**config.mk**
```make
export PLATFORM = sky130hd
export DESIGN_NAME = fft_seq_ctrl
export DESIGN_NICKNAME = d
export VERILOG_FILES = /design/src/rtl/fft_pkg.sv /design/src/rtl/fft_addr_gen.sv /design/src/rtl/fft_seq_ctrl.sv
export SDC_FILE = /design/constraint.sdc
export NUM_CORES = 1
export LEC_CHECK = 0
export CAP_MARGIN = 20
export CORE_ASPECT_RATIO = 0.9
export CORE_UTILIZATION = 25
export DETAILED_ROUTE_END_ITERATION = 7
export GPL_TIMING_DRIVEN = 0
export PLACE_DENSITY = 0.51
export SLEW_MARGIN = 0
export SYNTH_ARGS = -nofsm -noshare
export SYNTH_HDL_FRONTEND = slang
export SYNTH_SLANG_ARGS = --single-unit
```
**constraint.sdc**
```tcl
create_clock -name i_clk -period 7.6 [get_ports i_clk]
set_clock_uncertainty 0.1 [all_clocks]
set_input_delay 1.52 -clock i_clk [delete_from_list [all_inputs] [get_ports i_clk]]
set_output_delay 1.52 -clock i_clk [all_outputs]
set_load 0.1 [all_outputs]
```
**src/rtl/fft_pkg.sv**
```systemverilog
// Shared types and sizing constants for the in-place radix-2 FFT sequencer.
// Latency: n/a (declarations only).
// Backpressure: n/a.
package fft_pkg;

    localparam int LOG2N  = 9;
    localparam int N      = 1 << LOG2N;
    localparam int HALF_N = N / 2;

    typedef enum logic [2:0] {
        IDLE,
        RD_A,
        RD_B,
        WAIT,
        WR_A,
        WR_B,
        DONE
    } state_t;

endpackage

```
**src/rtl/fft_addr_gen.sv**
```systemverilog
// Maps (stage, butterfly index) to the two operand addresses and the twiddle ROM index.
// Latency: purely combinational; the caller registers the results.
// Backpressure: none, output follows input every cycle.
//
// Ports:
//   i_stage  current stage s (0..LOG2N-1)
//   i_k      butterfly index within the stage
//   o_a      address of the upper operand
//   o_b      address of the lower operand (o_a + 2^s)
//   o_tw     twiddle index into the half-length ROM
module fft_addr_gen #(
    parameter int LOG2N = 9
) (
    input  logic [3:0]       i_stage,
    input  logic [LOG2N-2:0] i_k,
    output logic [LOG2N-1:0] o_a,
    output logic [LOG2N-1:0] o_b,
    output logic [LOG2N-2:0] o_tw
);
    localparam int AW = LOG2N;

    logic [AW-1:0] k_ext;
    logic [AW-1:0] half;
    logic [AW-1:0] j;
    logic [AW-1:0] grp;
    logic [AW-1:0] a_v;
    logic [AW-1:0] tw_full;
    logic [3:0]    tw_sh;

    always_comb begin
        k_ext   = {1'b0, i_k};
        half    = AW'(1) << i_stage;
        // Position inside the group and group number; groups are 2*half apart.
        j       = k_ext & (half - AW'(1));
        grp     = k_ext >> i_stage;
        a_v     = (grp << (i_stage + 4'd1)) | j;
        // Twiddle W_N^(j * N / 2^(s+1)); the top bit is always zero for legal stages.
        tw_sh   = 4'(LOG2N - 1) - i_stage;
        tw_full = j << tw_sh;
    end

    assign o_a  = a_v;
    assign o_b  = a_v + half;
    assign o_tw = tw_full[AW-2:0];

endmodule

```
**src/rtl/fft_seq_ctrl.sv**
```systemverilog
// Sequences an in-place radix-2 DIT FFT over a re/im BRAM pair and an external butterfly.
// Latency: 4+BF_LAT cycles per butterfly, LOG2N*2^(LOG2N-1) butterflies, then a one-cycle done pulse.
// Backpressure: none; i_start is only honoured in IDLE and ignored while busy.
//
// Ports:
//   i_clk, i_rst          clock, synchronous active-high reset
//   i_start               run request, sampled in IDLE only
//   o_busy / o_done       state != IDLE / one-cycle pulse after the final write
//   o_rd_en, o_rd_addr    BRAM read port (1-cycle read latency)
//   o_wr_en, o_wr_addr    BRAM write port
//   o_wr_sel              write data select: 0 = A', 1 = B'
//   o_cap_a, o_cap_b      BRAM read data holds operand A / B this cycle
//   o_tw_addr             twiddle ROM index, held for the whole butterfly
//   o_stage               current stage, for per-stage scaling
module fft_seq_ctrl #(
    parameter int LOG2N  = 9,
    parameter int BF_LAT = 2
) (
    input  logic             i_clk,
    input  logic             i_rst,
    input  logic             i_start,
    output logic             o_busy,
    output logic             o_done,
    output logic             o_rd_en,
    output logic [LOG2N-1:0] o_rd_addr,
    output logic             o_wr_en,
    output logic [LOG2N-1:0] o_wr_addr,
    output logic             o_wr_sel,
    output logic             o_cap_a,
    output logic             o_cap_b,
    output logic [LOG2N-2:0] o_tw_addr,
    output logic [3:0]       o_stage
);
    import fft_pkg::*;

    localparam int              KW     = LOG2N - 1;
    localparam int              WW     = (BF_LAT > 1) ? $clog2(BF_LAT) : 1;
    localparam logic [KW-1:0]   K_LAST = {KW{1'b1}};
    localparam logic [3:0]      S_LAST = 4'(LOG2N - 1);
    localparam logic [WW-1:0]   W_LOAD = WW'(BF_LAT - 1);

    state_t           state_q, state_d;
    logic [3:0]       stage_q, stage_d;
    logic [KW-1:0]    k_q, k_d;
    logic [WW-1:0]    wait_q, wait_d;
    logic             ld_addr;
    logic [LOG2N-1:0] a_q, b_q, a_nxt, b_nxt;
    logic [KW-1:0]    tw_q, tw_nxt;

    // Addresses are computed from the next (stage, k) so they are already
    // registered when the butterfly's RD_A cycle begins.
    fft_addr_gen #(
        .LOG2N (LOG2N)
    ) u_addr_gen (
        .i_stage (stage_d),
        .i_k     (k_d),
        .o_a     (a_nxt),
        .o_b     (b_nxt),
        .o_tw    (tw_nxt)
    );

    always_ff @(posedge i_clk) begin
        if (i_rst) begin
            state_q <= IDLE;
            stage_q <= '0;
            k_q     <= '0;
            wait_q  <= '0;
            a_q     <= '0;
            b_q     <= '0;
            tw_q    <= '0;
        end else begin
            state_q <= state_d;
            stage_q <= stage_d;
            k_q     <= k_d;
            wait_q  <= wait_d;
            if (ld_addr) begin
                a_q  <= a_nxt;
                b_q  <= b_nxt;
                tw_q <= tw_nxt;
            end
        end
    end

    always_comb begin
        state_d = state_q;
        stage_d = stage_q;
        k_d     = k_q;
        wait_d  = wait_q;
        ld_addr = 1'b0;
        unique case (state_q)
            IDLE: begin
                if (i_start) begin
                    state_d = RD_A;
                    stage_d = '0;
                    k_d     = '0;
                    ld_addr = 1'b1;
                end
            end
            RD_A: state_d = RD_B;
            RD_B: begin
                state_d = WAIT;
                wait_d  = W_LOAD;
            end
            WAIT: begin
                if (wait_q == '0) begin
                    state_d = WR_A;
                end else begin
                    wait_d = wait_q - WW'(1);
                end
            end
            WR_A: state_d = WR_B;
            WR_B: begin
                if (k_q != K_LAST) begin
                    k_d     = k_q + KW'(1);
                    state_d = RD_A;
                    ld_addr = 1'b1;
                end else if (stage_q != S_LAST) begin
                    stage_d = stage_q + 4'd1;
                    k_d     = '0;
                    state_d = RD_A;
                    ld_addr = 1'b1;
                end else begin
                    state_d = DONE;
                end
            end
            DONE:    state_d = IDLE;
            default: state_d = IDLE;
        endcase
    end

    always_comb begin
        o_busy    = (state_q != IDLE);
        o_done    = (state_q == DONE);
        o_rd_en   = 1'b0;
        o_rd_addr = '0;
        o_wr_en   = 1'b0;
        o_wr_addr = '0;
        o_wr_sel  = 1'b0;
        o_cap_a   = 1'b0;
        o_cap_b   = 1'b0;
        case (state_q)
            RD_A: begin
                o_rd_en   = 1'b1;
                o_rd_addr = a_q;
            end
            RD_B: begin
                o_rd_en   = 1'b1;
                o_rd_addr = b_q;
                o_cap_a   = 1'b1;   // A's data returns one cycle after RD_A
            end
            WAIT: begin
                // Counter still holds its load value only in the first WAIT cycle.
                o_cap_b = (wait_q == W_LOAD);
            end
            WR_A: begin
                o_wr_en   = 1'b1;
                o_wr_addr = a_q;
            end
            WR_B: begin
                o_wr_en   = 1'b1;
                o_wr_addr = b_q;
                o_wr_sel  = 1'b1;
            end
            default: ;
        endcase
    end

    assign o_tw_addr = tw_q;
    assign o_stage   = stage_q;

endmodule

```
==> results.tsv, run 1 <==
stage	metric	value	unit
floorplan	core area	0.0148	mm²
clocking	Clock Latency Late Sink	0.28	ns
critical_path	Arr. time, crit path	7.24	ns
global_routing	vias in the first global route	3859	
yosys	Net Count, Synth	558	
global_routing	initial antenna violation count	0	
pwr	Comb power frac	0.150	
clocking	total CTS buffers	5	
final_layout	Post-Route Utilization	0.310	
min_path	Hold Path Class	flop to flop	
yosys	EDFF count, synth	0	
final_layout	# diodes	0	
clocking	CTS tree	done	
sta	Setup violations, final	0	
floorplan	Initial Util	0.256	
critical_path	Crit path buffers/inverters	4	
critical_path	Slowest-stage cell, CP	clkdlybuf4s50_1	
yosys	largest cells by area after synthesis	dfxtp_1, nand2_1, ha_1	
floorplan	Die W	132	µm
routing	total routed wirelength	13200	µm
pwr	clock power share	0.436	
clocking	Clock Pin Slew Worst Setup and Hold Paths	0.06	ns
routing	wire per inst	16.9	µm
pwr	Switching Share	0.277	
pwr	pwr/cell area	122	mW/mm²
yosys	Netlist cell types	72	
sta	Slew Limit Fails	0	
routing	drt first-iter violations	333	
sta	relative slew slack	0.318	
critical_path	Crit Path Class	primary input to flop	
routing	drt pass-1 iters	7	
place	buffers added on ports	39	
pwr	Psw	0.000155	W
floorplan	Die Span Y	119	µm
final_layout	layout cells sized above 1	0.0569	
clocking	Root Buffer	clkbuf_16	
pwr	Flop pwr share	0.414	
sta	worst-margin pin slew	1.01	ns
final_layout	Area Overhead vs Synth	21.2	%
global_routing	Global Route Usage Sum	0.167	
yosys	Mean Syn Cell Area	7.09	µm²
yosys	Post-synth top cells	nand2_1, nor2_1, dfxtp_1	
pwr	worst vdd ir	0.0000829	V
sta	final hold vios	0	
routing	residual DRC count	0	
clocking	clk sink count	42	
yosys	Main synth FF type	dfxtp_1	
place	hpwl dp	10400	µm
global_routing	Remaining Overflow, GRT	0	
sta	max frequency	0.140	GHz
routing	ANT nets after route	0	
yosys	asr flop ratio synth	0	
critical_path	cell mode on critical path	ha_1	
critical_path	crit-path max FO	11	
critical_path	Top delay family on crit path	compound AO/OA/AOI/OAI gates	
clocking	Clock Path Buffers	2	
critical_path	CP startpoint kind	primary input	
sta	fin crit share	0.943	
routing	vias	4147	
critical_path	WP data required	7.67	ns
sta	setup TNS	0	ns
floorplan	DIE AREA	0.0156	mm²
yosys	Yosys warning count	0	
critical_path	crit-path cells	clkdlybuf4s50_1 > or4b_4 > nand3_1 > o211ai_2 > clkbuf_1 > buf_1 > ha_1 > ha_1 > clkbuf_1 > nor2b_1 > a31o_2 > ha_1 > fa_1 > a21o_1 > a21oi_1 > o21bai_1 > a21oi_1 > o21ai_0 > xnor2_1 > nand2b_1 > mux2i_1 > a311o_1	
critical_path	Max stage delay on crit path	0.54	ns
flow_run	max cap viols	0	
routing	routed vias/inst	5.33	
final_layout	Final nets	603	
sta	minimum hold slack	0.356	ns
status	status	finished, final reports clean	
critical_path	Worst setup EP type	flop	
clocking	CTS Hold Buffers Added	0	
pwr	Int Pwr	0.000405	W
global_routing	largest net degree at the start of global routing	14	
sta	RSZ-0062 raised after global routing	no	
clocking	H-tree Lvls	2	
yosys	cell taking the most area after synthesis	dfxtp_1	
clocking	post-CTS sizing	0	
yosys	register bit count reported by yosys	42	
floorplan	IO Pins	40	
yosys	post-synthesis sequential area ratio	0.222	
yosys	Post-Syn Area	0.00378	mm²
yosys	Yosys top cell area share	0.222	
clocking	Setup Fix Bufs, Post-CTS	0	
yosys	Syn Inst Count	534	
place	gpl congestion	0.922	
global_routing	first-pass GRT wire length	20900	µm
floorplan	# rows	42	
yosys	count leader, synth	nand2_1	
pwr	Pleak	1.69	nW
sta	fin crit period	7.16	ns
[worst reg2reg max path: stages (launching register included)]
cell and delay (ns):
dfxtp_1 0.46, ha_1 0.34, and4_1 0.24, clkbuf_1 0.28, nand3_1 0.21, o211ai_2 0.36, clkbuf_1 0.42, buf_1 0.41
ha_1 0.22, clkbuf_1 0.33, nand2_1 0.16, ha_1 0.30, nand2_1 0.12, a31oi_1 0.05, a21o_1 0.18, o21ai_0 0.53
nand2_1 0.11, ha_1 0.36, inv_1 0.05, o21bai_1 0.14, a21oi_1 0.11, o21ai_0 0.32, xnor2_1 0.19, nand2b_1 0.15
mux2i_1 0.08, a311o_1 0.32
[path summary, 6_finish.rpt]
path | start | endpoint | slack, ns | cells past startpoint
setup / recovery | i_start | b_q[8] | 0.44 | 22
hold / removal | o_tw_addr[0] | o_tw_addr[0] | 0.36 | 2
setup reg to reg | k_q[1] | b_q[8] | 0.97 | 25
hold reg to reg | o_tw_addr[0] | o_tw_addr[0] | 0.36 | 2
[area by class of cell]
class / instances / area, µm²
plain buffers: 38 / 159
clock buffers: 6 / 129
clock inverters: 2 / 37.5
fillers: 1600 / 10200
inverters: 21 / 78.8
multi-input cells: 432 / 2700
flip-flops and latches: 42 / 841
well taps: 198 / 248
repair buffers: 39 / 390
[cells in the final DEF (no fill, tap or decap), types with 4 or more instances in the layout]
cell type | netlist | routed
buf_2 | 7 | 7
o211ai_1 | 4 | 4
clkbuf_1 | 27 | 28
ha_1 | 20 | 20
o21ai_1 | 7 | 7
mux2i_1 | 16 | 16
and2_1 | 6 | 6
a31oi_1 | 10 | 10
a311oi_1 | 4 | 4
inv_1 | 17 | 17
nand3_1 | 26 | 26
a211oi_1 | 7 | 7
nor3_1 | 15 | 15
or3_1 | 7 | 7
o21ai_0 | 20 | 20
and3_1 | 7 | 7
nor4_1 | 6 | 6
nor2_1 | 63 | 63
a21o_1 | 7 | 7
o22ai_1 | 4 | 4
nand4_1 | 9 | 9
a22oi_1 | 15 | 15
a21oi_1 | 36 | 36
dfxtp_1 | 42 | 42
xnor2_1 | 12 | 12
clkbuf_16 | 0 | 5
clkdlybuf4s50_1 | 0 | 39
nand2_1 | 68 | 68
[routing by layer]
layer / wire length [µm] / vias to the layer above / part of all wire / GRT usage
li1: - / 2055 / - / -
met1: 6380 / 1927 / 0.48 / 0.232
met2: 5910 / 150 / 0.45 / 0.268
met3: 657 / 15 / 0.050 / 0.0180
met4: 229 / 0 / 0.017 / 0.0538
met5: 0 / - / 0 / 0
[flip-flops by register name, indices dropped and copies added (netlist names)]
register	cells
state_q	3
k_q	8
o_stage	4
wait_q	1
b_q	9
o_tw_addr	8
a_q	9
[logic make-up after synthesis]
kind of cell	synth area share
muxes	0.0423
buffers and inverters	0.0638
adders and majority gates	0.0714
AOI/OAI and AO/OA	0.286
DFF	0.222
and+or+nand+nor	0.286
xor gates and xnor gates	0.0278
[power by group through the flow]
stage / Sequential [W] / Clock [W] / Combinational [W]
5_1_grt: 0.000233 / 0.000256 / 0.0000904
4_1_cts: 0.000232 / 0.000248 / 0.0000844
6_report: 0.000232 / 0.000244 / 0.0000841
3_5_place_dp: 0.000237 / 0 / 0.0000843
3_3_place_gp: 0.000237 / 0 / 0.0000838
2_1_floorplan: 0.000235 / 0 / 0.0000633
[per-stage QoR]
step / instances / power, W / setup WS (ns) / area [µm²]
finish: 778 / 0.000560 / 0.435 / 4580
global route: 778 / 0.000579 / 0.109 / 4580
CTS: 779 / 0.000564 / 0.384 / 4590
detailed placement: 771 / 0.000321 / 0.112 / 4420
global placement: 771 / 0.000320 / 0.148 / 4420
floorplan: 534 / 0.000298 / 1.55 / 3780
(Power assumes the default switching activity.)
==> run 2, diff against run 1 <==
Clock period 7.6 ns to 8.18 ns, I/O delays scaled along.
==> run 2 against run 1 <==
Total power down 7.0%. Flip-flop and latch count stayed put. Non-clock buffer count up 1. Sequential power shrank 7%. Combinational power is 7.0% lower. Via count fell by 0.46%. First-iteration DRC count decreased by 11%. Clock power shrank 7%. Global-route usage did not move. Final area about the same. Critical path depth up 3.
==> results.tsv, run 2 (synthesized netlist as in run 1, its figures left out) <==
stage	metric	value	unit	change
floorplan	DIE AREA	0.0156	mm²	unchanged
global_routing	initial antenna violation count	0		unchanged
global_routing	largest net degree at the start of global routing	14		unchanged
final_layout	Final nets	604		+0.17%
place	dpl cells	771		unchanged
routing	total routed wirelength	13200	µm	+0.11%
status	status	finished, final reports clean		
sta	fin crit period	7.36	ns	
place	buffers added on ports	39		unchanged
routing	residual DRC count	0		unchanged
floorplan	# rows	42		unchanged
final_layout	biggest regs	a_q: 9 flops, b_q: 9 flops		
routing	ANT nets after route	0		unchanged
sta	minimum hold slack	0.357	ns	+0.000392 ns
floorplan	core area	0.0148	mm²	unchanged
floorplan	Die W	132	µm	unchanged
floorplan	Die Span Y	119	µm	unchanged
final_layout	layout cells sized above 1	0.0568		-0.0000979
critical_path	Slowest-stage cell, CP	clkdlybuf4s50_1		
clocking	Setup Fix Bufs, Post-CTS	0		unchanged
global_routing	first-pass GRT wire length	20900	µm	unchanged
final_layout	# diodes	0		unchanged
pwr	clock power share	0.436		about the same
routing	routed vias/inst	5.30		-0.59%
clocking	clk sink count	42		unchanged
critical_path	WP data required	8.25	ns	+0.58 ns
place	hpwl dp	10400	µm	unchanged
pwr	worst vdd ir	0.0000767	V	-7.4%
pwr	Pleak	1.70	nW	about the same
flow_run	max cap viols	0		unchanged
routing	wire per inst	16.9	µm	about the same
sta	max frequency	0.136	GHz	
critical_path	crit-path max FO	11		unchanged
sta	final hold vios	0		unchanged
critical_path	cell mode on critical path	ha_1		
final_layout	Area Overhead vs Synth	21.3	%	about the same
clocking	total CTS buffers	5		unchanged
pwr	Flop pwr share	0.414		about the same
final_layout	most common cell after layout, fill and taps aside	nand2_1		
sta	setup TNS	0	ns	unchanged
final_layout	non-filler cells, final	779		+0.13%
pwr	Int Pwr	0.000376	W	-7.1%
clocking	Root Buffer	clkbuf_16		
clocking	Clock Latency Late Sink	0.28	ns	about the same
global_routing	Remaining Overflow, GRT	0		unchanged
floorplan	Initial Util	0.256		unchanged
routing	vias	4128		-0.46%
routing	drt pass-1 iters	7		unchanged
sta	worst-margin pin slew	1.01	ns	-0.00580 ns
place	gpl congestion	0.922		unchanged
final_layout	Post-Route Utilization	0.311		about the same
pwr	Switching Share	0.278		+0.000725
global_routing	vias in the first global route	3859		unchanged
pwr	Psw	0.000145	W	-6.8%
sta	fin crit share	0.900		
pwr	pwr/cell area	113	mW/mm²	-7.1%
clocking	H-tree Lvls	2		unchanged
pwr	Comb power frac	0.150		about the same
clocking	post-CTS sizing	0		unchanged
sta	final worst slack	0.816	ns	+0.381 ns
critical_path	Arr. time, crit path	7.44	ns	+0.20 ns
sta	Slew Limit Fails	0		unchanged
critical_path	Top delay family on crit path	compound AO/OA/AOI/OAI gates		
global_routing	Global Route Usage Sum	0.167		unchanged
critical_path	Worst setup EP type	flop		
clocking	CTS tree	done		
critical_path	Crit path buffers/inverters	5		+1
critical_path	Crit Path Class	primary input to flop		
min_path	Hold Path Class	flop to flop		
clocking	CTS Hold Buffers Added	0		unchanged
clocking	Clock Pin Slew Worst Setup and Hold Paths	0.06	ns	about the same
critical_path	CP startpoint kind	primary input		
floorplan	IO Pins	40		unchanged
clocking	Clock Path Buffers	2		unchanged
place	pre-CTS WS	0.576	ns	+0.464 ns
sta	relative slew slack	0.322		+0.00390
critical_path	Max stage delay on crit path	0.54	ns	about the same
sta	RSZ-0062 raised after global routing	no		
final_layout	most frequent cells in the layout	nand2_1, nor2_1, dfxtp_1, clkdlybuf4s50_1, a21oi_1		
routing	drt first-iter violations	295		-11%
sta	Setup violations, final	0		unchanged
run 2: worst reg2reg max path, cell delays in order (launching register included):
cell	delay, ns
dfxtp_1	0.46
ha_1	0.35
and4_1	0.24
clkbuf_1	0.29
nand3_1	0.21
o211ai_2	0.36
clkbuf_1	0.41
buf_1	0.41
ha_1	0.23
clkbuf_1	0.33
nand2_1	0.16
ha_1	0.30
nand2_1	0.12
a31oi_1	0.05
a21o_1	0.18
o21ai_0	0.53
nand2_1	0.11
ha_1	0.36
inv_1	0.05
o21bai_1	0.14
a21oi_1	0.11
o21ai_0	0.32
xnor2_1	0.19
nand2b_1	0.15
mux2i_1	0.08
a311o_1	0.32
run 2: worst paths after layout:
path / start / cells after the start / endpoint / slack, ns
max reg2reg: k_q[1] / 25 / b_q[8] / 1.54
min reg2reg: o_tw_addr[0] / 2 / o_tw_addr[0] / 0.36
max: i_start / 25 / b_q[8] / 0.82
min: o_tw_addr[0] / 2 / o_tw_addr[0] / 0.36
run 2: area by class of cell:
class / instances / area [µm²]
buffer: 39 / 163
clock buffer: 6 / 129
clock inverter: 2 / 37.5
fill: 1598 / 10200
inverter: 21 / 78.8
multi-input combinational: 432 / 2700
sequential: 42 / 841
tap: 198 / 248
timing repair buffer: 39 / 390
run 2: metal layers:
metal	global-route usage	part of all wire	wire length (µm)
met5	0	0	0
met4	0.0538	0.019	248
met3	0.0180	0.050	659
met2	0.268	0.44	5870
met1	0.232	0.49	6410
run 2: metrics by stage:
| step | instance area (µm²) | power [W] |
|---|---|---|
| final | 4590 | 0.000521 |
| after global routing | 4590 | 0.000538 |
| after CTS | 4590 | 0.000524 |
| after detailed placement | 4420 | 0.000298 |
| after global placement | 4420 | 0.000298 |
| after floorplan | 3780 | 0.000277 |
run 2: power groups by stage:
stage | Clock (W) | Combinational, W | Sequential [W]
floorplan | 0 | 0.0000588 | 0.000218
global placement | 0 | 0.0000779 | 0.000220
detailed placement | 0 | 0.0000783 | 0.000220
CTS | 0.000230 | 0.0000784 | 0.000215
global route | 0.000238 | 0.0000839 | 0.000216
finish | 0.000227 | 0.0000782 | 0.000215
==> run 3, diff against run 2 <==
Settings changed: PLACE_DENSITY 0.51 to 0.44.
Clock period 8.18 ns to 8.8 ns, I/O delays scaled along.
==> run 3 against run 2 <==
Total power fell by 6.7%. Wire length up 3.5%. Combinational power decreased by 6.6%. Final area stayed put. First-iteration DRC count grew 11%. Register-to-register slack better by 0.55 ns. Flip-flop and latch count stayed put. Critical path depth unchanged. Sequential power is 7% lower. Hold slack is essentially flat. Setup slack improved by 0.48 ns. Largest cell class unchanged. Highest routed layer unchanged.
==> results.tsv, run 3 (synthesized netlist as in run 1, its figures left out) <==
stage	metric	value	unit	change
final_layout	biggest regs	a_q: 9 flops, b_q: 9 flops		
global_routing	initial antenna violation count	0		unchanged
routing	ANT nets after route	0		unchanged
critical_path	Top delay family on crit path	compound AO/OA/AOI/OAI gates		
clocking	CTS tree	done		
final_layout	layout cells sized above 1	0.0568		unchanged
routing	drt first-iter violations	327		+11%
pwr	Power Total	0.000486	W	-6.7%
global_routing	Remaining Overflow, GRT	0		unchanged
routing	routed vias/inst	5.34		+0.75%
clocking	Clock Pin Slew Worst Setup and Hold Paths	0.06	ns	about the same
sta	final worst slack	1.30	ns	+0.479 ns
place	Post-DP Area	0.00442	mm²	unchanged
flow_run	max cap viols	0		unchanged
clocking	CTS Hold Buffers Added	0		unchanged
sta	fin crit period	7.50	ns	
clocking	Setup Fix Bufs, Post-CTS	0		unchanged
critical_path	Slowest-stage cell, CP	clkdlybuf4s50_1		
floorplan	Die W	132	µm	unchanged
floorplan	DIE AREA	0.0156	mm²	unchanged
floorplan	IO Pins	40		unchanged
critical_path	crit-path max FO	11		unchanged
sta	Setup violations, final	0		unchanged
clocking	Clock Path Buffers	2		unchanged
sta	setup TNS	0	ns	unchanged
final_layout	most frequent cells in the layout	nand2_1, nor2_1, dfxtp_1, clkdlybuf4s50_1, a21oi_1		
final_layout	# diodes	0		unchanged
place	pre-CTS WS	1.06	ns	+0.485 ns
routing	residual DRC count	0		unchanged
final_layout	Final Cell Area	0.00459	mm²	unchanged
critical_path	r2r startpoint	k_q[1]		
global_routing	Global Route Usage Sum	0.178		+0.0110
routing	vias	4159		+0.75%
place	buffers added on ports	39		unchanged
sta	worst-margin pin slew	1.03	ns	+0.0252 ns
final_layout	Post-Route Utilization	0.311		unchanged
sta	relative slew slack	0.305		-0.0169
final_layout	filler instances	1580		-1.1%
critical_path	Crit path buffers/inverters	5		unchanged
clocking	total CTS buffers	5		unchanged
routing	total routed wirelength	13600	µm	+3.5%
routing	drt pass-1 iters	4		-3
final_layout	Area Overhead vs Synth	21.3	%	unchanged
global_routing	vias in the first global route	3937		+2.0%
final_layout	Final nets	604		unchanged
pwr	pwr/cell area	106	mW/mm²	-6.7%
floorplan	# rows	42		unchanged
floorplan	core area	0.0148	mm²	unchanged
critical_path	Worst setup EP type	flop		
sta	fin crit share	0.853		
global_routing	first-pass GRT wire length	21900	µm	+4.8%
clocking	Root Buffer	clkbuf_16		
status	status	finished, final reports clean		
critical_path	Crit Path Class	primary input to flop		
floorplan	Initial Util	0.256		unchanged
critical_path	worst setup path startpoint	i_start		
critical_path	Arr. time, crit path	7.58	ns	+0.14 ns
place	gpl congestion	0.885		-4.0%
sta	Slew Limit Fails	0		unchanged
critical_path	WP data required	8.88	ns	+0.63 ns
clocking	clk sink count	42		unchanged
pwr	Pleak	1.70	nW	unchanged
floorplan	Die Span Y	119	µm	unchanged
min_path	Hold Path Class	flop to flop		
min_path	beginning of the worst hold path	o_tw_addr[0]		
final_layout	most common cell after layout, fill and taps aside	nand2_1		
pwr	worst vdd ir	0.0000725	V	-5.5%
global_routing	largest net degree at the start of global routing	14		unchanged
critical_path	CP startpoint kind	primary input		
clocking	H-tree Lvls	2		unchanged
sta	final hold vios	0		unchanged
clocking	post-CTS sizing	0		unchanged
routing	wire per inst	17.5	µm	+3.5%
sta	max frequency	0.133	GHz	
critical_path	cell mode on critical path	ha_1		
clocking	Clock Latency Late Sink	0.29	ns	about the same
place	hpwl dp	10700	µm	+2.8%
sta	RSZ-0062 raised after global routing	no		
critical_path	Max stage delay on crit path	0.54	ns	about the same
[run 3: routing by layer]
| layer | wire length (µm) | GRT usage | vias up |
|---|---|---|---|
| met3 | 510 | 0.0219 | 15 |
| met1 | 6720 | 0.245 | 1973 |
| met4 | 225 | 0.0516 | 0 |
| met5 | 0 | 0 | - |
| met2 | 6190 | 0.290 | 118 |
| li1 | - | - | 2053 |
[run 3: worst min-delay path, cell delays in order (launching register included)]
cell	delay, ns
dfxtp_1	0.31
nand2_1	0.05
a21oi_1	0.05
[run 3: area by class of cell]
class / instances / area [µm²] / share of cell area
buffer: 39 / 163 / 0.0355
clock buffer: 6 / 129 / 0.0281
clock inverter: 2 / 37.5 / 0.00818
inverter: 21 / 78.8 / 0.0172
multi-input combinational: 432 / 2700 / 0.589
sequential: 42 / 841 / 0.183
tap: 198 / 248 / 0.0540
timing repair buffer: 39 / 390 / 0.0851
[run 3: power by group]
part           internal, W  switching (W)
Sequential        0.000196     0.00000449
Clock             0.000134      0.0000789
Combinational    0.0000199      0.0000531
[run 3: worst paths after layout]
kind                                endpoint  slack (ns)  depth (start not counted)
worst max-delay path                  b_q[8]        1.30                         25
worst min-delay path            o_tw_addr[0]        0.36                          2
worst max register to register        b_q[8]        2.09                         25
worst min register to register  o_tw_addr[0]        0.36                          2
[run 3: through the flow]
step | cells | hold WS [ns]
6_report | 779 | 0.357
5_1_grt | 779 | 0.378
4_1_cts | 779 | 0.363
3_5_place_dp | 771 | 0.351
3_3_place_gp | 771 | 0.346
2_1_floorplan | 534 | 0.344
